<file path="config.mk">
export PLATFORM = sky130hd
export DESIGN_NAME = fft_core_addr_gen_flat
export DESIGN_NICKNAME = d
export VERILOG_FILES = /design/src/rtl/fft_pkg.sv /design/src/rtl/fft_core_addr_gen_if.sv /design/src/rtl/fft_addr_delay.sv /design/src/rtl/fft_core_addr_gen.sv /design/src/flat_wrapper.sv
export SDC_FILE = /design/constraint.sdc
export NUM_CORES = 1
export LEC_CHECK = 0
export ABC_AREA = 1
export CAP_MARGIN = 20
export CORE_MARGIN = 10
export CORE_UTILIZATION = 35
export CTS_CLUSTER_DIAMETER = 40
export CTS_CLUSTER_SIZE = 40
export DETAILED_ROUTE_END_ITERATION = 12
export PLACE_DENSITY = 0.59
export SLEW_MARGIN = 10
export SYNTH_ARGS = -nofsm -noshare
export SYNTH_HDL_FRONTEND = slang
export SYNTH_SLANG_ARGS = --single-unit
</file>
<file path="constraint.sdc">
create_clock -name clk -period 19.6 [get_ports clk]
set_input_delay 1.96 -clock clk [delete_from_list [all_inputs] [get_ports clk]]
set_output_delay 1.96 -clock clk [all_outputs]
set_load 0.005 [all_outputs]
</file>
<file path="src/rtl/fft_pkg.sv">
// Shared types and address helpers for the radix-2 DIT FFT butterfly address generator.
package fft_pkg;

  localparam int unsigned ADDR_WIDTH_DEF = 12;

  typedef enum logic [1:0] {
    StIdle,
    StRun,
    StDrain,
    StDone
  } fsm_state_e;

  // Reverse the low n bits of value; bits at or above n come back as zero.
  function automatic logic [31:0] bitrev(input logic [31:0] value, input logic [3:0] n);
    logic [31:0] r;
    r = '0;
    for (int i = 0; i < 32; i++) begin
      if (i < int'(n)) r[int'(n) - 1 - i] = value[i];
    end
    return r;
  endfunction

  // Insert a zero at bit position s of j: the upper-leg address of butterfly j.
  function automatic logic [31:0] ins_zero(input logic [31:0] j, input logic [3:0] s);
    logic [4:0] sh;
    sh = {1'b0, s} + 5'd1;
    return ((j >> s) << sh) | (j & ((32'd1 << s) - 32'd1));
  endfunction

endpackage

</file>
<file path="src/rtl/fft_core_addr_gen_if.sv">
// Controller-facing bundle of the butterfly address generator: stage request in, addresses out.
interface fft_core_addr_gen_if #(
  parameter int unsigned ADDR_WIDTH = 12
);
  logic                  ena_fft_core;
  logic [3:0]            stage_level;
  logic [3:0]            stage_number;
  logic [ADDR_WIDTH-1:0] rd_addr_a;
  logic [ADDR_WIDTH-1:0] rd_addr_b;
  logic [ADDR_WIDTH-2:0] tw_addr;
  logic                  rd_valid;
  logic [ADDR_WIDTH-1:0] wr_addr_a;
  logic [ADDR_WIDTH-1:0] wr_addr_b;
  logic                  wr_en;
  logic                  stage_done;
  logic                  cfg_err;

  modport master (
    output ena_fft_core, stage_level, stage_number,
    input  rd_addr_a, rd_addr_b, tw_addr, rd_valid, wr_addr_a, wr_addr_b, wr_en,
    input  stage_done, cfg_err
  );

  modport slave (
    input  ena_fft_core, stage_level, stage_number,
    output rd_addr_a, rd_addr_b, tw_addr, rd_valid, wr_addr_a, wr_addr_b, wr_en,
    output stage_done, cfg_err
  );
endinterface

</file>
<file path="src/rtl/fft_addr_delay.sv">
// Fixed-depth shift register carrying {valid, addr_a, addr_b} from read issue to write issue.
module fft_addr_delay #(
  parameter int unsigned WIDTH = 12,
  parameter int unsigned DEPTH = 7
) (
  input  logic             clk,
  input  logic             rst,
  input  logic             flush,
  input  logic             in_valid,
  input  logic [WIDTH-1:0] in_a,
  input  logic [WIDTH-1:0] in_b,
  output logic             out_valid,
  output logic [WIDTH-1:0] out_a,
  output logic [WIDTH-1:0] out_b
);

  logic [DEPTH-1:0] valid_q;
  logic [WIDTH-1:0] a_q [DEPTH];
  logic [WIDTH-1:0] b_q [DEPTH];

  always_ff @(posedge clk or posedge rst) begin
    if (rst) begin
      valid_q <= '0;
      for (int i = 0; i < int'(DEPTH); i++) begin
        a_q[i] <= '0;
        b_q[i] <= '0;
      end
    end else if (flush) begin
      valid_q <= '0;
      for (int i = 0; i < int'(DEPTH); i++) begin
        a_q[i] <= '0;
        b_q[i] <= '0;
      end
    end else begin
      valid_q[0] <= in_valid;
      a_q[0]     <= in_a;
      b_q[0]     <= in_b;
      for (int i = 1; i < int'(DEPTH); i++) begin
        valid_q[i] <= valid_q[i-1];
        a_q[i]     <= a_q[i-1];
        b_q[i]     <= b_q[i-1];
      end
    end
  end

  assign out_valid = valid_q[DEPTH-1];
  assign out_a     = a_q[DEPTH-1];
  assign out_b     = b_q[DEPTH-1];

endmodule

</file>
<file path="src/rtl/fft_core_addr_gen.sv">
// Per-stage butterfly read/twiddle/write address generator for an in-place radix-2 DIT FFT.
// Optional ADDR_GEN_BITREV_EN: bit-reversed write addresses on the last stage.
module fft_core_addr_gen
  import fft_pkg::*;
#(
  parameter int unsigned ADDR_WIDTH = ADDR_WIDTH_DEF,
  parameter int unsigned BF_LATENCY = 7
) (
  input logic               clk,
  input logic               rst,
  fft_core_addr_gen_if.slave bus
);

  localparam int unsigned CntW = (BF_LATENCY > 1) ? $clog2(BF_LATENCY) : 1;

  fsm_state_e            state_q;
  logic                  ena_q;
  logic [3:0]            s_q, n_q;
  logic [ADDR_WIDTH-2:0] j_q;
  logic [CntW-1:0]       drain_q;
  logic                  rd_valid_q, stage_done_q, cfg_err_q;
  logic [ADDR_WIDTH-1:0] rd_a_q, rd_b_q;
  logic [ADDR_WIDTH-2:0] tw_q;

  logic                  start, abort, cfg_ok;
  logic [31:0]           a32, b32, tw32, half32, last32, br_a, br_b;
  logic [ADDR_WIDTH-1:0] wr_in_a, wr_in_b;
  logic                  unused_bits;

  assign start  = bus.ena_fft_core & ~ena_q;
  // Controller dropping its enable mid-stage cancels the stage outright.
  assign abort  = ~bus.ena_fft_core & ((state_q == StRun) | (state_q == StDrain));
  assign cfg_ok = (bus.stage_number != 4'd0) && (32'(bus.stage_number) <= ADDR_WIDTH) &&
                  (bus.stage_level < bus.stage_number);

  always_comb begin
    half32  = 32'd1 << s_q;
    a32     = ins_zero(32'(j_q), s_q);
    b32     = a32 | half32;
    tw32    = (32'(j_q) & (half32 - 32'd1)) << (n_q - 4'd1 - s_q);
    last32  = (32'd1 << (n_q - 4'd1)) - 32'd1;
    br_a    = '0;
    br_b    = '0;
    wr_in_a = rd_a_q;
    wr_in_b = rd_b_q;
`ifdef ADDR_GEN_BITREV_EN
    br_a = bitrev(32'(rd_a_q), n_q);
    br_b = bitrev(32'(rd_b_q), n_q);
    if (s_q == n_q - 4'd1) begin
      wr_in_a = br_a[ADDR_WIDTH-1:0];
      wr_in_b = br_b[ADDR_WIDTH-1:0];
    end
`endif
  end

  assign unused_bits = ^{a32[31:ADDR_WIDTH], b32[31:ADDR_WIDTH], tw32[31:ADDR_WIDTH-1],
                         last32[31:ADDR_WIDTH-1], br_a[31:ADDR_WIDTH], br_b[31:ADDR_WIDTH]};

  always_ff @(posedge clk or posedge rst) begin
    if (rst) begin
      state_q      <= StIdle;
      ena_q        <= 1'b0;
      s_q          <= '0;
      n_q          <= '0;
      j_q          <= '0;
      drain_q      <= '0;
      rd_valid_q   <= 1'b0;
      rd_a_q       <= '0;
      rd_b_q       <= '0;
      tw_q         <= '0;
      stage_done_q <= 1'b0;
      cfg_err_q    <= 1'b0;
    end else begin
      ena_q        <= bus.ena_fft_core;
      rd_valid_q   <= 1'b0;
      stage_done_q <= 1'b0;
      case (state_q)
        StIdle: begin
          if (start) begin
            s_q <= bus.stage_level;
            n_q <= bus.stage_number;
            j_q <= '0;
            if (cfg_ok) begin
              cfg_err_q <= 1'b0;
              state_q   <= StRun;
            end else begin
              cfg_err_q <= 1'b1;
            end
          end
        end
        StRun: begin
          if (abort) begin
            state_q <= StIdle;
          end else begin
            rd_valid_q <= 1'b1;
            rd_a_q     <= a32[ADDR_WIDTH-1:0];
            rd_b_q     <= b32[ADDR_WIDTH-1:0];
            tw_q       <= tw32[ADDR_WIDTH-2:0];
            if (j_q == last32[ADDR_WIDTH-2:0]) begin
              drain_q <= '0;
              state_q <= StDrain;
            end else begin
              j_q <= j_q + 1'b1;
            end
          end
        end
        StDrain: begin
          if (abort) begin
            state_q <= StIdle;
          end else if (drain_q == CntW'(BF_LATENCY - 1)) begin
            state_q <= StDone;
          end else begin
            drain_q <= drain_q + 1'b1;
          end
        end
        StDone: begin
          stage_done_q <= 1'b1;
          state_q      <= StIdle;
        end
        default: state_q <= StIdle;
      endcase
    end
  end

  fft_addr_delay #(
    .WIDTH(ADDR_WIDTH),
    .DEPTH(BF_LATENCY)
  ) u_delay (
    .clk      (clk),
    .rst      (rst),
    .flush    (abort),
    .in_valid (rd_valid_q),
    .in_a     (wr_in_a),
    .in_b     (wr_in_b),
    .out_valid(bus.wr_en),
    .out_a    (bus.wr_addr_a),
    .out_b    (bus.wr_addr_b)
  );

  assign bus.rd_valid   = rd_valid_q;
  assign bus.rd_addr_a  = rd_a_q;
  assign bus.rd_addr_b  = rd_b_q;
  assign bus.tw_addr    = tw_q;
  assign bus.stage_done = stage_done_q;
  assign bus.cfg_err    = cfg_err_q;

endmodule
</file>
<file path="src/flat_wrapper.sv">
// flat-port wrapper written by rule: the top's interface ports become plain ports
module fft_core_addr_gen_flat import fft_pkg::*;
#(
  parameter int unsigned ADDR_WIDTH = ADDR_WIDTH_DEF,
  parameter int unsigned BF_LATENCY = 7
)
  (clk, rst, bus_ena_fft_core, bus_stage_level, bus_stage_number, bus_rd_addr_a, bus_rd_addr_b, bus_tw_addr, bus_rd_valid, bus_wr_addr_a, bus_wr_addr_b, bus_wr_en, bus_stage_done, bus_cfg_err);
  fft_core_addr_gen_if #(.ADDR_WIDTH(ADDR_WIDTH)) bus_i ();
  input logic clk;
  input logic rst;
  input wire logic [$bits(bus_i.ena_fft_core)-1:0] bus_ena_fft_core;
  input wire logic [$bits(bus_i.stage_level)-1:0] bus_stage_level;
  input wire logic [$bits(bus_i.stage_number)-1:0] bus_stage_number;
  output wire logic [$bits(bus_i.rd_addr_a)-1:0] bus_rd_addr_a;
  output wire logic [$bits(bus_i.rd_addr_b)-1:0] bus_rd_addr_b;
  output wire logic [$bits(bus_i.tw_addr)-1:0] bus_tw_addr;
  output wire logic [$bits(bus_i.rd_valid)-1:0] bus_rd_valid;
  output wire logic [$bits(bus_i.wr_addr_a)-1:0] bus_wr_addr_a;
  output wire logic [$bits(bus_i.wr_addr_b)-1:0] bus_wr_addr_b;
  output wire logic [$bits(bus_i.wr_en)-1:0] bus_wr_en;
  output wire logic [$bits(bus_i.stage_done)-1:0] bus_stage_done;
  output wire logic [$bits(bus_i.cfg_err)-1:0] bus_cfg_err;
  assign bus_i.ena_fft_core = bus_ena_fft_core;
  assign bus_i.stage_level = bus_stage_level;
  assign bus_i.stage_number = bus_stage_number;
  assign bus_rd_addr_a = bus_i.rd_addr_a;
  assign bus_rd_addr_b = bus_i.rd_addr_b;
  assign bus_tw_addr = bus_i.tw_addr;
  assign bus_rd_valid = bus_i.rd_valid;
  assign bus_wr_addr_a = bus_i.wr_addr_a;
  assign bus_wr_addr_b = bus_i.wr_addr_b;
  assign bus_wr_en = bus_i.wr_en;
  assign bus_stage_done = bus_i.stage_done;
  assign bus_cfg_err = bus_i.cfg_err;
  fft_core_addr_gen #(.ADDR_WIDTH(ADDR_WIDTH), .BF_LATENCY(BF_LATENCY)) u_core (.clk(clk), .rst(rst), .bus(bus_i));
endmodule
</file>
* Word-level counts from Yosys, hierarchy flattened
Cells that the tools add are included.
Word-level totals: flip-flop bits (word level) 238, input port bits 11, output and inout bits 63, logic and storage cells 98
Cells by class: $add $sub $neg 7, order comparisons 2, eq/ne operators 14, shift operators 5, muxes and demuxes 23, bitwise logic cells 9, reduce and logical (&&, ||, !) cells 11
Operators with widths (number):
- 2-to-1 mux 84 bit | 2
- 2-to-1 mux 11 bit | 3
- AND 11 x 32 -> 32 bit | 1
- << shifter 1 x 4 -> 32 bit (first input constant) | 1
- << shifter 32 x 4 -> 11 bit | 1
- << shifter 32 x 5 -> 12 bit | 1
- right shift 11 x 4 -> 32 bit | 1
- subtractor 32 x 1 -> 32 bit (second input constant) | 1
- OR 12 bit | 2
- one-hot mux 11 bit (2 select lines) | 1
- 2-to-1 mux 2 bit | 6
- 2-to-1 mux 3 bit | 4
- adder 11 x 1 -> 11 bit (second input constant) | 1
- == test 11 bit | 1
- << shifter 1 x 4 -> 11 bit (first input constant) | 1
- subtractor 11 x 1 -> 11 bit (second input constant) | 1
- != test 2 bit (second input constant) | 5
- one-hot mux 2 bit (4 select lines) | 1
- AND reduction 4 bit | 2
- 2-to-1 mux 7 bit | 1
- != test 3 x 2 -> 1 bit (second input constant) | 2
- one-hot mux 3 bit (2 select lines) | 1
- adder 4 x 1 -> 5 bit (second input constant) | 1
- AND reduction 5 bit | 1
- other kinds (18) | 29

* Depth between registers and ports, before layout
depth in word-level cells 7, mapped depth 24, mapped depth without buffers 23

* Cells and area by module
From an unflattened synthesis, not the netlist that was laid out.
Unflattened totals: cell total of the unflattened synthesis 1368, area total of the unflattened synthesis 11202.0 um^2
By module, submodules not included:
- fft_addr_delay | instances 1, cells an instance 569, area an instance 6009.5 um^2, sequential area each 4379.2 um^2
- fft_core_addr_gen | instances 1, cells an instance 799, area an instance 5192.5 um^2, sequential area each 1576.5 um^2

* Worst setup path after synthesis
No wires, ideal clock.
path kind in2reg, from input port bus_ena_fft_core, to register u_core.rd_a_q[2], in the netlist u_core.bus.rd_addr_a[2], setup time 0.138 ns, data arrival time 3.118 ns, required time 19.462 ns, setup slack 16.344 ns, stages on the path 6, buffers on the path 2, cell sequence nor2_1 -> nor2_1 -> inv_1 -> clkbuf_1 -> clkbuf_1 -> a22oi_1
Between the ends: word-level cells in the longest chain between the ends 4
Ends and longest elaborated chain:
- start: declaration | line flat_wrapper.sv:11 | input wire logic [$bits(bus_i.ena_fft_core)-1:0] bus_ena_fft_core;
- inverter 1 bit | line fft_core_addr_gen.sv:32 | assign abort = ~bus.ena_fft_core & ((state_q == StRun) | (state_q == StDrain));
- AND 1 bit | line fft_core_addr_gen.sv:32
- inverter 1 bit (no line)
- AND reduction 2 bit (no line)
- end signal: assignment | line fft_core_addr_gen.sv:96 | rd_a_q <= a32[ADDR_WIDTH-1:0];
- end: declaration | line fft_core_addr_gen.sv:22 | logic [ADDR_WIDTH-1:0] rd_a_q, rd_b_q;
Every way passes these cells. A chain may end at the register's enable or synchronous reset.

* Worst setup path after layout
from input port bus_ena_fft_core, to register u_core.j_q[0]
Between the ends: word-level cells in the longest chain between the ends 4, elaborated cells between the ends (all ways) 6, classes of those cells 2 x eq/ne; 3 x bitwise; 1 x reduce/logical
Ends and longest elaborated chain:
- inverter 1 bit | line fft_core_addr_gen.sv:32
- AND 1 bit | line fft_core_addr_gen.sv:32
- != test 2 bit (no line)
- AND reduction 4 bit (no line) (*)
- end signal: assignment | line fft_core_addr_gen.sv:103 | j_q <= j_q + 1'b1;
- end: declaration | line fft_core_addr_gen.sv:19 | logic [ADDR_WIDTH-2:0] j_q;
Every way passes the cells marked *; elsewhere a longest branch is shown, timed or not.

==> results.yml <==
setup_path:
  critical_path_required_ns: 20.04
  critPathArrivalTime_ns: 5.02
  crit_fanout: 76
  cp_num_buf_inv: 3
  crit_path_cell_trace: "clkdlybuf4s50_1 -> nor2_4 -> buf_4 -> nor2_1 -> inv_1 -> a21oi_1 -> nand2_2 -> nand2_2 -> nand3_1 -> o21ai_2"
  cpMostUsedCell: "nand2_2"
  slowest_stage: "inv_1"
  path_class: "input port to register"
  start_kind: "input port"
  end_kind: "register"
  cpLargestDelayFamily: "buffers and inverters"
  critPathMaxStageDelay_ns: 0.78
placed_design:
  dp_hpwl_mm: 17.24
  gp_congestion: 0.8824
  portBuffers: 73
clock_network:
  holdBufCountCts: 0
  clkSinkCount: 238
  cts_tree: "done"
  ctsResizeCount: 0
  clkTransAtPathRegs_ns: 0.06
  cts_htree_levels: 1
  clockRootBuffer: "clkbuf_16"
  clockBufferDepth: 3
  post_cts_buffers: 0
  clock_latency_ns: 0.56
  cts_buffers: 31
synth:
  synth_area_um2: 11160
  synth_seq_cells: 238
  synth_area_per_cell_um2: 8.166
  syn-num-nets: 1405
  synth-async-reset-ratio_pct: 100.0
  synth.area.mux_share_pct: 0
  synth_fa_ha_area_share_pct: 3.093
  yosys.area_share.simple_pct: 21.98
  ys_seq_area_share_pct: 53.35
  syn_inst: 1367
  ys_types: 39
  ys.flop_type: "dfrtp_1"
  synth_top_family_by_area: "simple AND/OR/NAND/NOR gates"
  synth_warnings: 0
  synth-edff-count: 0
  synth_xor_area_share_pct: 1.098
  synth_compound_area_share_pct: 7.487
floorplanning:
  die-area_um2: 39440
  core_area_um2: 31470
  initial_core_util_pct: 35.47
  die_y_um: 198.6
  die_width_um: 198.6
  io_pins: 74
  rows: 65
flow_run:
  cap_violations: 0
pwr:
  peakVddDrop_v: 0.00007404
  power_density_nw_per_um2: 191.1
  leakagePower_nw: 6.617
sta:
  finalSetupViolations: 0
  min_period_over_period_pct: 23.38
  relSlewSlack_pct: 31.41
  finClkSkew_ns: 0.01146
  hold_viol_final: 0
  setup_tns_ns: 0
  rsz0062_at_grt: "false"
  worst_pin_slew_ns: 1.028
  min_period_ns: 4.583
  slew_viol_final: 0
  fmax_mhz: 218.2
worst_hold_path:
  hold_path_class: "register to register"
cells_and_area:
  drive_gt1_share_pct: 7.033
  final_cell_mix: "inv_1 (279), dfrtp_1 (238), nor2_1 (235)"
  nets: 1449
  final_util_pct: 41.91
  fillCellCount: 3124
  diodes: 0
  final_common_cell: "inv_1"
  area_delta_synth_final_pct: 18.17
routing:
  num_vias: 8072
  drtAntennaViolNets: 0
  wl_mm: 24.49
  first_pass_iters: 5
  wl_per_cell_um: 13.32
  drtIter0Drc: 437
  drc: 0
  via_per_inst: 4.392
status:
  outcome: "completed"
grt:
  grt_overflow_total: 0
  antenna_found_initial: 0
  grt_pass1_vias: 7948
  grt_use_total_pct: 12.57
  grt_pass1_wl_mm: 40.69
  grt_max_degree: 111
==> kinds of logic after synthesis <==
| kind of cell | after synthesis |
|---|---|
| simple gates | 593 |
| buf+inv | 354 |
| flops | 238 |
| compound gates | 141 |
| fa+ha+maj | 27 |
| xor+xnor | 14 |
==> layout make-up <==
class                   instances  area, um^2  area share (%)
clock inverters                27       331.6           2.514
repair buffers                 80       783.3           5.938
inverters                     285        1077           8.167
well taps                     402       503.0           3.813
multi-input cells             775        3765           28.54
clock buffers                  31       775.7           5.881
flip-flops and latches        238        5956           45.15
==> flip-flops by register name (all words and copies together) (netlist names), 7 cells and up <==
signal and flops:
u_core.u_delay.valid_q 7, u_core.u_delay.a_q 72, u_core.u_delay.out_b 12, u_core.u_delay.b_q 72, u_core.j_q 11, u_core.bus.rd_addr_a 12
u_core.bus.tw_addr 11, u_core.bus.rd_addr_b 12, u_core.u_delay.out_a 12
==> synth_stat cells (all sizes together) (2+ instances only) <==
library cell | instances | area, um^2
ha | 26 | 325.3
dfrtp | 238 | 5956
nand2 | 243 | 944.7
a21oi | 22 | 110.1
inv | 283 | 1062
o211ai | 11 | 82.58
xor2 | 12 | 105.1
or2 | 3 | 18.77
buf | 38 | 264.0
a31oi | 4 | 25.02
clkbuf | 31 | 116.4
nand3 | 84 | 420.4
clkinv | 2 | 7.510
o21a | 2 | 15.01
nor2 | 242 | 938.4
nand4 | 17 | 106.4
nor3 | 2 | 10.01
xnor2 | 2 | 17.52
a22oi | 9 | 67.56
o22ai | 2 | 12.51
o21ai | 84 | 461.7
o21bai | 2 | 15.01
==> worst min-delay path: stages (launching register included) <==
cell,delay (ns)
dfrtp_1,0.35
inv_1,0.05
nor2_1,0.03
==> through the flow <==
stage               setup WS (ns)  instance area, um^2  hold WS (ns)  cells  power (mW)
global placement            14.58                12080        0.4499   1780       1.949
global route                14.75                13190        0.4747   1838       2.763
finish                      15.02                13190        0.4587   1838       2.521
detailed placement          14.47                12080        0.4556   1780       1.964
CTS                         15.06                13190        0.4608   1838       2.556
floorplan                   11.11                11160        0.4481   1367       1.636
==> where the power goes <==
part | switching (mW) | leakage, nW | internal (mW)
combinational | 0.746 | 3.02 | 0.412
sequential | 0.0865 | 3.06 | 0.700
clock | 0.252 | 0.536 | 0.325
==> routing by layer <==
metal	GRT usage (%)	vias to the layer above	wire (um)
met1	15.11	3679	10600
li1	-	4207	-
met3	2.585	37	1267
met4	3.758	0	529
met2	22.10	149	12090
met5	0	-	0
==> final timing paths <==
kind	from	to	slack [ns]	depth (start not counted)
worst max-delay path	bus_ena_fft_core	u_core.j_q[0]	15.02	10
worst min-delay path	u_core.u_delay.b_q[41]	u_core.u_delay.b_q[29]	0.46	2
worst max register to register	u_core.state_q[1]	u_core.j_q[0]	16.13	12
worst min register to register	u_core.u_delay.b_q[41]	u_core.u_delay.b_q[29]	0.46	2
max in group asynchronous	rst	u_core.bus.rd_valid	16.31	3
min in group asynchronous	rst	u_core.drain_q[2]	1.96	2
Power figures use the tool's default switching activity.
